**src/rtl/i2c_pkg.sv**
```systemverilog
// Shared definitions for the I2C transaction arbiter: widths, requester count,
// timing defaults and the arbiter state encoding.
package i2c_pkg;

  localparam int ADDR_W             = 7;
  localparam int DATA_W             = 16;
  localparam int N_REQ              = 3;
  localparam int GIDX_W             = 2;
  localparam int IDLE_CYCLES_DEF    = 16;
  localparam int TIMEOUT_CYCLES_DEF = 64;

  typedef enum logic [2:0] {
    IDLE       = 3'd0,
    LAUNCH     = 3'd1,
    WAIT_START = 3'd2,
    BUSY       = 3'd3,
    FINISH     = 3'd4
  } state_t;

  function automatic logic [GIDX_W-1:0] onehot_to_idx(input logic [N_REQ-1:0] oh);
    logic [GIDX_W-1:0] idx;
    idx = '0;
    for (int i = 0; i < N_REQ; i++) begin
      if (oh[i]) idx = GIDX_W'(i);
    end
    return idx;
  endfunction

endpackage

```
**src/rtl/rr_picker.sv**
```systemverilog
// Combinational round-robin selector: returns a one-hot grant for the first
// requester found searching upward from the one after the last grant.
module rr_picker
  import i2c_pkg::*;
(
  input  logic [N_REQ-1:0]  i_req,
  input  logic [GIDX_W-1:0] i_last_grant,
  output logic [N_REQ-1:0]  o_grant
);

  logic [GIDX_W-1:0] w_idx;

  // Walk the candidates farthest-first so the nearest active one overwrites.
  always_comb begin
    o_grant = '0;
    w_idx   = '0;
    for (int k = N_REQ; k >= 1; k--) begin
      w_idx = GIDX_W'((int'(i_last_grant) + k) % N_REQ);
      if (i_req[w_idx]) o_grant = N_REQ'(1) << w_idx;
    end
  end

endmodule

```
**src/rtl/i2c_arbiter.sv**
```systemverilog
// Arbitrates three requesters onto one I2C generator CPU interface, tracking
// each transaction from start strobe to bus idle (or start timeout).
module i2c_arbiter
  import i2c_pkg::*;
#(
  parameter int IDLE_CYCLES    = IDLE_CYCLES_DEF,
  parameter int TIMEOUT_CYCLES = TIMEOUT_CYCLES_DEF
) (
  input  logic                      Clk,
  input  logic                      Reset,
  input  logic [N_REQ-1:0]          REQ,
  input  logic [N_REQ-1:0]          REQ_RNW,
  input  logic [N_REQ*ADDR_W-1:0]   REQ_ADDR,
  input  logic [N_REQ*DATA_W-1:0]   REQ_WDATA,
  output logic [N_REQ-1:0]          GNT,
  output logic [N_REQ-1:0]          DONE,
  output logic                      ERR,
  output logic [DATA_W-1:0]         RD_DATA_OUT,
  output logic                      START_STB,
  output logic                      RNW,
  output logic [ADDR_W-1:0]         I2C_ADDR,
  output logic [DATA_W-1:0]         WR_DATA,
  input  logic                      SCL,
  input  logic [DATA_W-1:0]         RD_DATA
);

  localparam int CNT_TOP = (IDLE_CYCLES > TIMEOUT_CYCLES) ? IDLE_CYCLES : TIMEOUT_CYCLES;
  localparam int CNT_W   = $clog2(CNT_TOP + 1);
  localparam logic [CNT_W-1:0] TO_LAST   = CNT_W'(TIMEOUT_CYCLES - 1);
  localparam logic [CNT_W-1:0] IDLE_LAST = CNT_W'(IDLE_CYCLES - 1);
  localparam logic [CNT_W-1:0] CNT_SAT   = '1;

  state_t              r_state;
  state_t              w_state_nxt;
  logic [N_REQ-1:0]    r_gnt;
  logic [GIDX_W-1:0]   r_last_grant;
  logic [CNT_W-1:0]    r_cnt;
  logic                r_err;
  logic                r_rnw;
  logic [ADDR_W-1:0]   r_addr;
  logic [DATA_W-1:0]   r_wdata;
  logic [DATA_W-1:0]   r_rd_data;

  logic [N_REQ-1:0]    w_pick;
  logic [GIDX_W-1:0]   w_pick_idx;
  logic                w_load;
  logic                w_cnt_clr;
  logic                w_cnt_inc;
  logic                w_set_err;
  logic                w_finish;

  rr_picker u_rr_picker (
    .i_req        (REQ),
    .i_last_grant (r_last_grant),
    .o_grant      (w_pick)
  );

  assign w_pick_idx = onehot_to_idx(w_pick);

  // NOTE: sequential state uses non-blocking assignments so every register
  // samples pre-edge values regardless of statement order.
  always_ff @(posedge Clk or negedge Reset) begin
    if (!Reset) r_state <= IDLE;
    else        r_state <= w_state_nxt;
  end

  // NOTE: every output of this block is given a default first, so no path
  // leaves a signal unassigned and no latch is inferred.
  always_comb begin
    w_state_nxt = r_state;
    w_load      = 1'b0;
    w_cnt_clr   = 1'b0;
    w_cnt_inc   = 1'b0;
    w_set_err   = 1'b0;
    w_finish    = 1'b0;
    START_STB   = 1'b0;
    DONE        = '0;
    ERR         = 1'b0;
    case (r_state)
      IDLE: begin
        if (|REQ) begin
          w_load      = 1'b1;
          w_state_nxt = LAUNCH;
        end
      end
      LAUNCH: begin
        START_STB   = 1'b1;
        w_cnt_clr   = 1'b1;
        w_state_nxt = WAIT_START;
      end
      WAIT_START: begin
        if (!SCL) begin
          w_cnt_clr   = 1'b1;
          w_state_nxt = BUSY;
        end else if (r_cnt >= TO_LAST) begin
          w_cnt_clr   = 1'b1;
          w_set_err   = 1'b1;
          w_state_nxt = FINISH;
        end else begin
          w_cnt_inc   = 1'b1;
        end
      end
      BUSY: begin
        // The current cycle is the IDLE_CYCLES-th consecutive high one when
        // the counter already holds IDLE_CYCLES-1.
        if (!SCL) begin
          w_cnt_clr   = 1'b1;
        end else if (r_cnt >= IDLE_LAST) begin
          w_cnt_clr   = 1'b1;
          w_state_nxt = FINISH;
        end else begin
          w_cnt_inc   = 1'b1;
        end
      end
      FINISH: begin
        DONE        = r_gnt;
        ERR         = r_err;
        w_finish    = 1'b1;
        w_state_nxt = IDLE;
      end
      default: w_state_nxt = IDLE;
    endcase
  end

  // One counter serves both the start timeout and the bus-idle detector,
  // since the two phases never overlap.
  always_ff @(posedge Clk or negedge Reset) begin
    if (!Reset) begin
      r_gnt        <= '0;
      r_last_grant <= GIDX_W'(N_REQ - 1);
      r_cnt        <= '0;
      r_err        <= 1'b0;
      r_rnw        <= 1'b0;
      r_addr       <= '0;
      r_wdata      <= '0;
      r_rd_data    <= '0;
    end else begin
      if (w_load) begin
        r_gnt   <= w_pick;
        r_rnw   <= REQ_RNW[w_pick_idx];
        r_addr  <= REQ_ADDR[w_pick_idx*ADDR_W +: ADDR_W];
        r_wdata <= REQ_WDATA[w_pick_idx*DATA_W +: DATA_W];
      end

      if (w_cnt_clr)                          r_cnt <= '0;
      else if (w_cnt_inc && r_cnt != CNT_SAT) r_cnt <= r_cnt + CNT_W'(1);

      if (w_set_err)     r_err <= 1'b1;
      else if (w_finish) r_err <= 1'b0;

      if (w_finish) begin
        r_gnt        <= '0;
        r_last_grant <= onehot_to_idx(r_gnt);
        if (r_rnw && !r_err) r_rd_data <= RD_DATA;
      end
    end
  end

  assign GNT         = r_gnt;
  assign RNW         = r_rnw;
  assign I2C_ADDR    = r_addr;
  assign WR_DATA     = r_wdata;
  assign RD_DATA_OUT = r_rd_data;

endmodule

```
**config.mk**
```make
export PLATFORM = sky130hd
export DESIGN_NAME = i2c_arbiter
export DESIGN_NICKNAME = d
export VERILOG_FILES = /design/src/rtl/i2c_pkg.sv /design/src/rtl/rr_picker.sv /design/src/rtl/i2c_arbiter.sv
export SDC_FILE = /design/constraint.sdc
export NUM_CORES = 1
export LEC_CHECK = 0
export ABC_AREA = 1
export BUFFER_PORTS_ARGS = -buffer_cell sky130_fd_sc_hd__buf_4
export CORE_ASPECT_RATIO = 0.5
export CORE_MARGIN = 4
export CORE_UTILIZATION = 37
export CTS_CLUSTER_DIAMETER = 120
export DETAILED_ROUTE_END_ITERATION = 7
export GPL_TIMING_DRIVEN = 1
export SYNTH_ARGS = -nofsm -noshare
export SYNTH_HDL_FRONTEND = slang
export SYNTH_SLANG_ARGS = --single-unit
```
**constraint.sdc**
```tcl
create_clock -name Clk -period 2.9 [get_ports Clk]
set_input_delay 0.58 -clock Clk [delete_from_list [all_inputs] [get_ports Clk]]
set_output_delay 0.58 -clock Clk [all_outputs]
set_load 0.05 [all_outputs]
```
Yosys cells after proc, flatten, opt, wreduce, memory -nomap -nowiden
Index checks and enable logic that the tools add are counted.
{"block": "word_totals", "ff_bits": 56, "input_bits": 94, "out_inout_bits": 48, "word_cells": 92}
{"block": "op_classes", "addsub": 4, "mul": 1, "div": 3, "order_cmp": 6, "eq_ne": 9, "shifts": 5, "mux": 45, "reduce_logical": 10}
{"operator": "32-bit by 3-bit modulo with 32-bit output, second input constant", "count": 3}
{"operator": "48-bit by 7-bit indexed part select with 16-bit output", "count": 1}
{"operator": "3-bit two-way mux", "count": 11}
{"operator": "1-bit two-way mux", "count": 23}
{"operator": "21-bit by 6-bit indexed part select with 7-bit output", "count": 1}
{"operator": "7-bit two-way mux", "count": 2}
{"operator": "2-bit by 3-bit less-than comparator with 1-bit output, second input constant", "count": 4}
{"operator": "3-bit one-hot mux with 4 select lines", "count": 1}
{"operator": "1-bit by 2-bit left shift with 3-bit output, first input constant", "count": 3}
{"operator": "1-bit binary-select mux with 2-bit select", "count": 4}
{"operator": "7-bit by 1-bit adder with 7-bit output, second input constant", "count": 1}
{"operator": "7-bit by 4-bit greater-or-equal comparator with 1-bit output, second input constant", "count": 1}
{"operator": "7-bit by 6-bit greater-or-equal comparator with 1-bit output, second input constant", "count": 1}
{"operator": "7-bit != test, second input constant", "count": 1}
{"operator": "2-bit by 2-bit adder with 3-bit output, second input constant", "count": 2}
{"operator": "3-bit by 2-bit equality test with 1-bit output, second input constant", "count": 2}
{"operator": "2-bit != test, second input constant", "count": 3}
{"operator": "2-bit nonzero test", "count": 3}
{"operator": "2-bit by 3-bit multiplier with 5-bit output, second input constant", "count": 1}
{"operator": "2-bit two-way mux", "count": 2}
{"operator": "4-bit AND reduction", "count": 1}
{"operator": "2-bit by 1-bit adder with 3-bit output, second input constant", "count": 1}
{"operator": "3-bit by 1-bit equality test with 1-bit output, second input constant", "count": 1}
{"operator": "3-bit equality test, second input constant", "count": 1}
{"operator": "other kinds (8)", "count": 9}

Logic depth before layout (Yosys ltp)
Gate-level depths: netlist (run 1).
{"block": "depth", "ltp_word": 11, "depth_mapped": 15, "mapped_depth_nobuf": 14}

Cells and area by module
A second synthesis (run 1) with hierarchy kept.
{"block": "unflattened", "hier_cells": 385, "hier_area_um2": 3101.7}
{"mod": "i2c_arbiter", "n_inst": 1, "cells_per_inst": 337, "area_per_inst_um2": 2850.2, "seq_area_each_um2": 1402.6}
{"mod": "rr_picker", "n_inst": 1, "cells_per_inst": 48, "area_per_inst_um2": 251.5, "seq_area_each_um2": 0.0}

Worst setup path after synthesis (run 1)
OpenSTA, ideal clock, no wires.
{"block": "synth_path", "kind": "register to output", "startpoint": "register r_gnt[2] (netlist: GNT[2])", "endpoint": "output DONE[2]", "arrival_time_ns": 1.437, "required_time_ns": 2.320, "setup_slack_ns": 0.883, "stages_incl_launch_ff": 3, "path_buffers": 0, "path_cell_list": "dfrtp_1 > inv_1 > nor2_1"}
{"block": "synth_via", "elab_chain_len": 1}
{"element": "start, declared", "line_no": "i2c_arbiter.sv:35", "rtl": "logic [N_REQ-1:0] r_gnt;"}
{"element": "start signal, assigned", "line_no": "i2c_arbiter.sv:139", "rtl": "r_gnt <= w_pick;"}
{"element": "3-bit two-way mux", "line_no": "i2c_arbiter.sv:79", "rtl": "case (r_state)"}
{"element": "end, declared", "line_no": "i2c_arbiter.sv:16", "rtl": "output logic [N_REQ-1:0] DONE,"}
Every way passes these cells.

Final worst setup path (run 1)
{"block": "layout_path", "startpoint": "register r_last_grant[0]", "endpoint": "register r_rnw (netlist: RNW)"}
{"block": "layout_via", "elab_chain_len": 11, "elab_cells_between_ends": 22, "classes_between": "3 x add/sub; 3 x div; 3 x shift; 13 x mux"}
{"element": "start, declared", "line_no": "i2c_arbiter.sv:36", "rtl": "logic [GIDX_W-1:0] r_last_grant;"}
{"element": "start signal, assigned", "line_no": "i2c_arbiter.sv:130", "rtl": "r_last_grant <= GIDX_W'(N_REQ - 1);"}
{"element": "start signal, assigned", "line_no": "i2c_arbiter.sv:153", "rtl": "r_last_grant <= onehot_to_idx(r_gnt);"}
{"element": "2-bit by 2-bit adder with 3-bit output", "line_no": "rr_picker.sv:18", "rtl": "w_idx = GIDX_W'((int'(i_last_grant) + k) % N_REQ);"}
{"element": "32-bit by 3-bit modulo with 32-bit output", "line_no": "rr_picker.sv:18"}
{"element": "1-bit binary-select mux with 2-bit select", "line_no": "rr_picker.sv:19", "rtl": "if (i_req[w_idx]) o_grant = N_REQ'(1) << w_idx;"}
{"element": "1-bit two-way mux (implied by the code)", "line_no": "rr_picker.sv:19"}
{"element": "3-bit two-way mux (2 in series)", "line_no": "rr_picker.sv:19"}
{"element": "3-bit two-way mux *", "line_no": "rr_picker.sv:19"}
{"element": "1-bit two-way mux", "line_no": "i2c_pkg.sv:24", "rtl": "if (oh[i]) idx = GIDX_W'(i);"}
{"element": "2-bit two-way mux *", "line_no": "i2c_pkg.sv:24"}
{"element": "1-bit binary-select mux with 2-bit select *", "line_no": "i2c_arbiter.sv:140", "rtl": "r_rnw <= REQ_RNW[w_pick_idx];"}
{"element": "1-bit two-way mux (implied by the code) *", "line_no": "i2c_arbiter.sv:140"}
{"element": "end signal, assigned", "line_no": "i2c_arbiter.sv:140"}
{"element": "end, declared", "line_no": "i2c_arbiter.sv:39", "rtl": "logic r_rnw;"}
Mark *: on every way between the ends. The rest lies on a longest branch, timed or not. The select of a mux whose other input is x is not followed.
A chain may end at the register's enable or synchronous reset.

==> flow_metrics.py, run 1 <==
metrics = {
    "status": {
        "status": "completed",
    },
    "yosys": {
        "synthArstFlopShare_pct": 100.0,
        "netlist_top_cells_area": "dfrtp_1, inv_1, nand3_2",
        "synth_top_flop_cell": "dfrtp_1",
        "synth_area_um2": 3528,
        "synth.net_count": 521,
        "post_synth_inst_count": 422,
        "synth_edf_count": 0,
        "yosysUniqueCellTypes": 37,
        "yosysSeqAreaShare_pct": 39.75,
        "synth-seq-cells": 56,
        "synth_top_area_cell": "dfrtp_1",
        "syn_avg_cell_area_um2": 8.361,
        "synthTopCellsByCount": "inv_1, dfrtp_1, nand2_1",
        "netlist.area_leader.share_pct": 39.01,
        "ys_warn_count": 0,
        "synthMostInstantiatedCell": "inv_1",
    },
    "timing": {
        "maxSlewViolCount": 0,
        "tightest_slew_ns": 0.7182,
        "setup_tns_ns": 0,
        "period_minus_slack_ns": 2.235,
        "fin_skew_ns": 0.008522,
        "fin_crit_sh_pct": 77.06,
        "holdWs_ns": 0.3326,
        "slew_headroom_pct": 52.12,
        "timing.final.hold_violations": 0,
        "max_freq_ghz": 0.4475,
        "rsz0062_at_grt": "no",
        "setup_violations": 0,
    },
    "clocking": {
        "cts_sinks": 56,
        "cts_tree": "yes",
        "clockBufferDepth": 2,
        "clk_pin_slew_worst_paths_ns": 0.07,
        "numCtsBuffers": 5,
        "htreeDepth": 2,
        "clk_latency_ns": 0.30,
        "ctsHoldBuffers": 0,
        "post-cts-setup-buffer-count": 0,
        "cts_resized": 0,
        "cts-root-buf": "clkbuf_16",
    },
    "worst_setup_path": {
        "max_stage_delay_ns": 0.38,
        "cp-start-kind": "register",
        "cpMaxStageDelayCell": "dfrtp_1",
        "critPathBufInv": 2,
        "cp-end-kind": "register",
        "critical_path.max_fanout": 25,
        "cp.required_ns": 3.12,
        "path_class": "reg2reg",
        "crit_arrival_ns": 2.46,
        "cp_top_family": "simple AND/OR/NAND/NOR gates",
        "cp_cell_sequence": "inv_1, ha_1, inv_2, nand3_2, nand2_1, nand3_2, nand2_8, nand2_4, nand2_1, nand3_1, a21oi_1",
    },
    "floorplanning": {
        "row_count": 24,
        "initial_core_util_pct": 39.30,
        "core-area_um2": 8979,
        "num_io_pins": 142,
        "dieArea_um2": 11260,
        "die_h_um": 77.05,
        "die_w_um": 146.1,
    },
    "place": {
        "io_buffers": 141,
        "place.gp.congestion": 0.7687,
        "place_inst": 667,
        "dp_hpwl_mm": 7.038,
    },
    "grt": {
        "antenna_found_initial": 0,
        "grt_first_pass_wirelength_mm": 15.30,
        "grt_usage_pct": 16.51,
        "grt_max_degree": 57,
        "first_global_vias": 3083,
        "gr-total-overflow": 0,
    },
    "finish": {
        "fin_nets": 656,
        "final_cells": 675,
        "n_antenna_cell": 0,
        "drive_above_1_share_pct": 43.55,
        "fin_util_pct": 53.30,
        "syn_to_final_growth_pct": 35.64,
    },
    "detailed_routing": {
        "dr.pass1.iters": 4,
        "wl_per_cell_um": 13.81,
        "routed_via_density": 4.692,
        "drt-total-wl_mm": 9.319,
        "vias": 3167,
        "drc": 0,
        "dr.first_iter.drc_count": 142,
        "drt.antenna.violating_nets": 0,
    },
    "run": {
        "maxCapViolCount": 0,
    },
    "min_path": {
        "min_path_type": "in2async",
    },
    "pwr": {
        "ir_drop_mv": 0.7918,
        "cellLeakagePower_nw": 2.518,
        "powerDensity_nw_per_um2": 1428,
    },
}
kinds of logic (layout without fill, tap and decap cells):
family | count (synthesis) | in the layout | synth area share (%)
simple gates | 188 | 188 | 29.43
mux | 16 | 16 | 5.106
fa+ha+maj | 5 | 5 | 1.773
flops | 56 | 56 | 39.75
compound gates | 66 | 66 | 12.16
buf+inv | 88 | 224 | 11.03
xor+xnor | 3 | 3 | 0.7448
layer usage:
metal	part of all wire (%)	up-vias	GRT usage (%)
li1	-	1627	-
met2	50	79	29.23
met1	44	1455	20.73
met4	0.94	0	3.471
met3	5.2	6	3.887
met5	0	-	0
path summary, 6_finish.rpt:
| kind | start | endpoint | slack, ns | cells after the start |
|---|---|---|---|---|
| max | r_last_grant[0]$_DFFE_PN0P_ | RNW$_DFFE_PN0P_ | 0.67 | 11 |
| min | Reset | WR_DATA[6]$_DFFE_PN0P_ | 0.33 | 1 |
| max reg2reg | r_last_grant[0]$_DFFE_PN0P_ | RNW$_DFFE_PN0P_ | 0.67 | 11 |
| min reg2reg | RD_DATA_OUT[10]$_DFFE_PN0P_ | RD_DATA_OUT[10]$_DFFE_PN0P_ | 0.49 | 1 |
| max in group asynchronous | Reset | RD_DATA_OUT[1]$_DFFE_PN0P_ | 2.08 | 1 |
| min in group Clk | RD_DATA[7] | RD_DATA_OUT[7]$_DFFE_PN0P_ | 0.49 | 2 |
state kept, by name (all words and copies together) (netlist names), 2 cells and up:
| register | flops |
|---|---|
| r_last_grant | 2 |
| r_state | 3 |
| GNT | 3 |
| I2C_ADDR | 7 |
| WR_DATA | 16 |
| RD_DATA_OUT | 16 |
| r_cnt | 7 |
layout by cell type (no fill, tap or decap), types with 11 or more instances in the layout:
cell type and instances:
nor2_1 43, inv_2 11, buf_4 143, a21oi_2 19
inv_1 60, nand2_2 23, nand3_1 40, a21oi_1 34
nand2_1 45, dfrtp_1 55, nand3_2 21
stage by stage:
stage	instance area (um^2)	worst slack, ns	power (mW)
after CTS	4786	0.6601	6.911
final	4786	0.6653	6.835
after detailed placement	4638	0.6635	6.292
after floorplan	3528	0.8829	5.282
after global placement	4638	0.6967	6.266
after global routing	4786	0.4263	7.378
layout make-up:
class | instances | area [um^2]
repair buffers | 143 | 1074
multi-input cells | 278 | 1737
clock buffers | 5 | 125.1
well taps | 117 | 146.4
clock inverters | 3 | 22.52
inverters | 73 | 279.0
fillers | 877 | 4193
flip-flops and latches | 56 | 1403
worst reg2reg max path, stage by stage (launching register included):
cell	delay, ns
dfrtp_1	0.38
inv_1	0.09
ha_1	0.35
inv_2	0.13
nand3_2	0.12
nand2_1	0.11
nand3_2	0.13
nand2_8	0.21
nand2_4	0.29
nand2_1	0.15
nand3_1	0.08
a21oi_1	0.14
power by group:
group          switching (mW)  internal, mW
clock                   0.285         0.324
combinational            3.33          1.53
sequential              0.218          1.15
total                    3.83          3.00
No activity file was read; power rests on OpenSTA's default activity.
==> inputs of run 2 (changes only) <==
Clock period 2.9 ns to 2.07 ns, I/O delays scaled along.
==> flow_metrics.py, run 2 (same netlist as run 1, synthesis figures left out) <==
metrics = {
    "worst_setup_path": {
        "r2r_cells": 11,
        "critPathBufInv": 3,
        "crit_arrival_ns": 2.20,
        "cp_cell_sequence": "ha_4, inv_2, nand3_2, nand2_1, nand2_1, nand2_2, o21ai_4, buf_12, clkbuf_16, a21oi_1, a21oi_2",
        "cp-end-kind": "register",
        "cp_top_family": "flip-flops",
        "r2r-end": "WR_DATA[3]$_DFFE_PN0P_",
        "critical_path.max_fanout": 9,
        "cp.required_ns": 2.26,
        "r2r_start": "r_last_grant[1]$_DFFE_PN1P_",
        "cpMaxStageDelayCell": "dfstp_2",
        "max_stage_delay_ns": 0.57,
        "crit_cells": 11,
        "reg2reg_slack_ns": 0.06,
        "path_class": "reg2reg",
        "critical_path.most_common_cell": "nand2_1",
        "cp-start-kind": "register",
    },
    "clocking": {
        "clk_pin_slew_worst_paths_ns": 0.07,
        "htreeDepth": 2,
        "cts_sinks": 56,
        "clockBufferDepth": 2,
        "clk_latency_ns": 0.30,
        "cts_tree": "yes",
        "cts-root-buf": "clkbuf_16",
        "numCtsBuffers": 5,
    },
    "floorplanning": {
        "core-area_um2": 8979,
        "row_count": 24,
        "die_w_um": 146.1,
        "initial_core_util_pct": 39.30,
        "dieArea_um2": 11260,
        "num_io_pins": 142,
        "die_h_um": 77.05,
    },
    "detailed_routing": {
        "dr.pass1.iters": 4,
        "routed_via_density": 4.707,
        "drt-total-wl_mm": 9.690,
        "drc": 0,
        "vias": 3248,
        "dr.first_iter.drc_count": 164,
        "wl_per_cell_um": 14.04,
        "drt.antenna.violating_nets": 0,
    },
    "timing": {
        "maxSlewViolCount": 0,
        "fin_skew_ns": 0.004187,
        "tightest_slew_ns": 0.4253,
        "period_minus_slack_ns": 2.009,
        "max_freq_ghz": 0.4978,
        "slew_headroom_pct": 71.54,
        "rsz0062_at_grt": "yes",
        "timing.final.hold_violations": 0,
        "setup_violations": 0,
        "fin_crit_sh_pct": 97.04,
    },
    "pwr": {
        "powerDensity_nw_per_um2": 2101,
        "cellLeakagePower_nw": 2.614,
        "ir_drop_mv": 0.9460,
        "p_total_mw": 10.55,
    },
    "place": {
        "place.gp.congestion": 0.8236,
        "dp_hpwl_mm": 7.318,
        "io_buffers": 141,
        "place_area_um2": 4761,
    },
    "grt": {
        "first_global_vias": 3249,
        "grt_max_degree": 32,
        "grt_first_pass_wirelength_mm": 15.72,
        "gr-total-overflow": 0,
        "grt_usage_pct": 16.96,
        "antenna_found_initial": 0,
    },
    "status": {
        "status": "completed",
    },
    "finish": {
        "syn_to_final_growth_pct": 42.31,
        "final_cell_mix": "buf_4, inv_1, dfrtp_1",
        "finalInstanceArea_um2": 5021,
        "fin_nets": 671,
        "layout_commonest_cell": "buf_4",
        "drive_above_1_share_pct": 46.25,
        "n_antenna_cell": 0,
    },
    "min_path": {
        "min_path_type": "in2async",
    },
    "run": {
        "maxCapViolCount": 0,
    },
}
==> run 2: worst max-delay path by stage <==
stage / startpoint / to / slack [ns]
6_report: r_last_grant[1]$_DFFE_PN1P_ / WR_DATA[3]$_DFFE_PN0P_ / 0.06
5_1_grt: r_last_grant[1]$_DFFE_PN1P_ / WR_DATA[0]$_DFFE_PN0P_ / -0.02
4_1_cts: r_last_grant[1]$_DFFE_PN1P_ / I2C_ADDR[5]$_DFFE_PN0P_ / 0.01
3_5_place_dp: r_last_grant[0]$_DFFE_PN0P_ / I2C_ADDR[1]$_DFFE_PN0P_ / 0.01
3_3_place_gp: r_last_grant[1]$_DFFE_PN1P_ / WR_DATA[3]$_DFFE_PN0P_ / 0.07
2_1_floorplan: GNT[2]$_DFFE_PN0P_ / DONE[2] / 0.22
==> run 2: layer usage <==
layer	vias to the layer above	wire (um)	track usage (%)
li1	1657	-	-
met1	1500	4305	22.02
met2	84	4804	29.23
met3	7	503	3.946
met4	0	77	3.377
met5	-	0	0
==> run 2: power breakdown <==
group | switching (mW) | internal [mW] | total (mW)
Clock | 0.417 | 0.452 | 0.869
Combinational | 4.94 | 2.82 | 7.76
Sequential | 0.309 | 1.62 | 1.92
==> run 2: area by class of cell <==
class	count	area [um^2]
clock buffer	5	125.1
clock inverter	3	21.27
fill	875	3958
inverter	73	289.0
multi-input combinational	278	1780
sequential	56	1403
tap	117	146.4
timing repair buffer	158	1256
==> run 2: timing repair <==
| item | 4_1_cts | 5_1_grt |
|---|---|---|
| setup endpoints to repair | 0 | 25 |
| endpoints found under the hold margin | 0 | 0 |
| buffers inserted | 0 | 1 |
| gates resized for setup | 0 | 18 |
| hold buffers | 0 | 0 |
==> run 2: through the flow <==
step	utilization (%)	TNS, ns	std cells	hold slack (ns)	worst slack (ns)
CTS	54.65	0	688	0.05491	0.01190
detailed placement	53.02	0	680	0.3743	0.01332
finish	55.92	0	690	0.03039	0.06118
global route	55.92	-0.1170	690	0.06946	-0.02185
floorplan	-	0	422	0.1184	0.2189
global placement	53.02	0	680	0.3742	0.06868
==> inputs of run 3 (changes only) <==
Settings changed: PLACE_DENSITY set to 0.66, SETUP_SLACK_MARGIN set to 0.2.
Clock period 2.07 ns to 1.8 ns, I/O delays scaled along.
==> flow_metrics.py, run 3 (same netlist as run 1, synthesis figures left out) <==
metrics = {
    "clocking": {
        "clk_pin_slew_worst_paths_ns": 0.08,
        "clk_latency_ns": 0.29,
        "cts_tree": "yes",
        "clockBufferDepth": 2,
        "cts_sinks": 56,
        "cts-root-buf": "clkbuf_16",
        "numCtsBuffers": 5,
        "ctsHoldBuffers": 0,
        "htreeDepth": 2,
    },
    "finish": {
        "layout_commonest_cell": "buf_4",
        "final_cells": 712,
        "nFillCells": 787,
        "n_antenna_cell": 0,
        "final_cell_mix": "buf_4, inv_1, dfrtp_1",
        "multi_input_area_um2": 2026,
        "fin_nets": 693,
        "seqCellArea_um2": 1404,
        "syn_to_final_growth_pct": 56.13,
        "drive_above_1_share_pct": 54.29,
    },
    "worst_setup_path": {
        "crit_path_start": "r_last_grant[1]$_DFFE_PN1P_",
        "critPathBufInv": 3,
        "critical_path.most_common_cell": "nand2_4",
        "crit_cells": 13,
        "r2r_start": "r_last_grant[1]$_DFFE_PN1P_",
        "max_stage_delay_ns": 0.57,
        "critical_path.max_fanout": 6,
        "cp_top_family": "flip-flops",
        "reg2reg_slack_ns": -0.09,
        "r2r-end": "WR_DATA[15]$_DFFE_PN0P_",
        "r2r_cells": 13,
        "cp.required_ns": 2.03,
        "cpMaxStageDelayCell": "dfstp_2",
        "crit_arrival_ns": 2.11,
        "path_class": "reg2reg",
        "cp-end-kind": "register",
        "cp-start-kind": "register",
        "cp_cell_sequence": "ha_4, inv_6, nand2_4, nand2_2, nand2_2, nand2_4, nand2_4, inv_4, nand2_8, clkbuf_16, nand3_1, nand3_2, a21oi_1",
    },
    "place": {
        "dp_hpwl_mm": 7.558,
        "place.gp.congestion": 0.8820,
        "post-place-ws_ns": -0.08048,
        "place_inst": 689,
        "io_buffers": 141,
    },
    "floorplanning": {
        "die_h_um": 77.05,
        "dieArea_um2": 11260,
        "initial_core_util_pct": 39.30,
        "core-area_um2": 8979,
        "num_io_pins": 142,
        "row_count": 24,
        "die_w_um": 146.1,
    },
    "detailed_routing": {
        "drt-total-wl_mm": 10.37,
        "dr.pass1.iters": 4,
        "wl_per_cell_um": 14.56,
        "dr.first_iter.drc_count": 184,
        "drt.antenna.violating_nets": 0,
        "drc": 0,
        "routed_via_density": 4.867,
        "vias": 3465,
    },
    "grt": {
        "grt_usage_pct": 17.45,
        "antenna_found_initial": 0,
        "gr-total-overflow": 0,
        "grt_max_degree": 33,
        "first_global_vias": 3457,
        "grt_first_pass_wirelength_mm": 16.31,
    },
    "timing": {
        "post-route-worst-setup-slack_ns": -0.08871,
        "slew_headroom_pct": 71.85,
        "setup_tns_ns": -1.568,
        "max_freq_ghz": 0.5295,
        "timing.final.hold_violations": 2,
        "maxSlewViolCount": 0,
        "fin_crit_sh_pct": 104.9,
        "setup_violations": 24,
        "tightest_slew_ns": 0.4223,
        "rsz0062_at_grt": "yes",
        "holdWs_ns": -0.0007371,
        "period_minus_slack_ns": 1.889,
        "fin_skew_ns": 0.009142,
    },
    "min_path": {
        "min_path_type": "in2async",
    },
    "status": {
        "status": "finished, violations left",
        "violations": "hold timing, setup timing",
    },
    "run": {
        "maxCapViolCount": 0,
    },
}
-- run 3: timing repair --
action | CTS | global route
resized for setup | 14 | 54
endpoints found under the setup margin | 37 | 56
pin swaps | 3 | 17
cloned | 1 | 4
setup buffers | 5 | 5
-- run 3: layer usage --
layer / vias up / track usage [%] / share of wire (%)
met3: 8 / 3.651 / 5.0
met4: 0 / 3.189 / 0.90
met1: 1656 / 22.17 / 44
li1: 1709 / - / -
met5: - / 0 / 0
met2: 92 / 31.17 / 50
-- run 3: cell type report --
type | instances | area share, %
Clock buffer | 5 | 2.271
Clock inverter | 3 | 0.3861
Inverter | 73 | 5.201
Multi-Input combinational cell | 281 | 36.77
Sequential cell | 56 | 25.48
Tap cell | 117 | 2.657
Timing Repair Buffer | 177 | 27.23
-- run 3: worst max path at each step --
stage / to
after floorplan: WR_DATA[1]$_DFFE_PN0P_
after global placement: RNW$_DFFE_PN0P_
after detailed placement: WR_DATA[15]$_DFFE_PN0P_
after CTS: WR_DATA[3]$_DFFE_PN0P_
after global routing: I2C_ADDR[6]$_DFFE_PN0P_
final: WR_DATA[15]$_DFFE_PN0P_
-- run 3: metrics by stage --
step	utilization, %	area (um^2)
final	61.36	5509
after global placement	55.03	4941
after global routing	61.36	5509
after detailed placement	55.03	4941
after CTS	57.80	5190
after floorplan	-	3601
Power of run 3 is not shown: default switching activity piles up to over one toggle a cycle in this logic, so the estimate is an artifact.
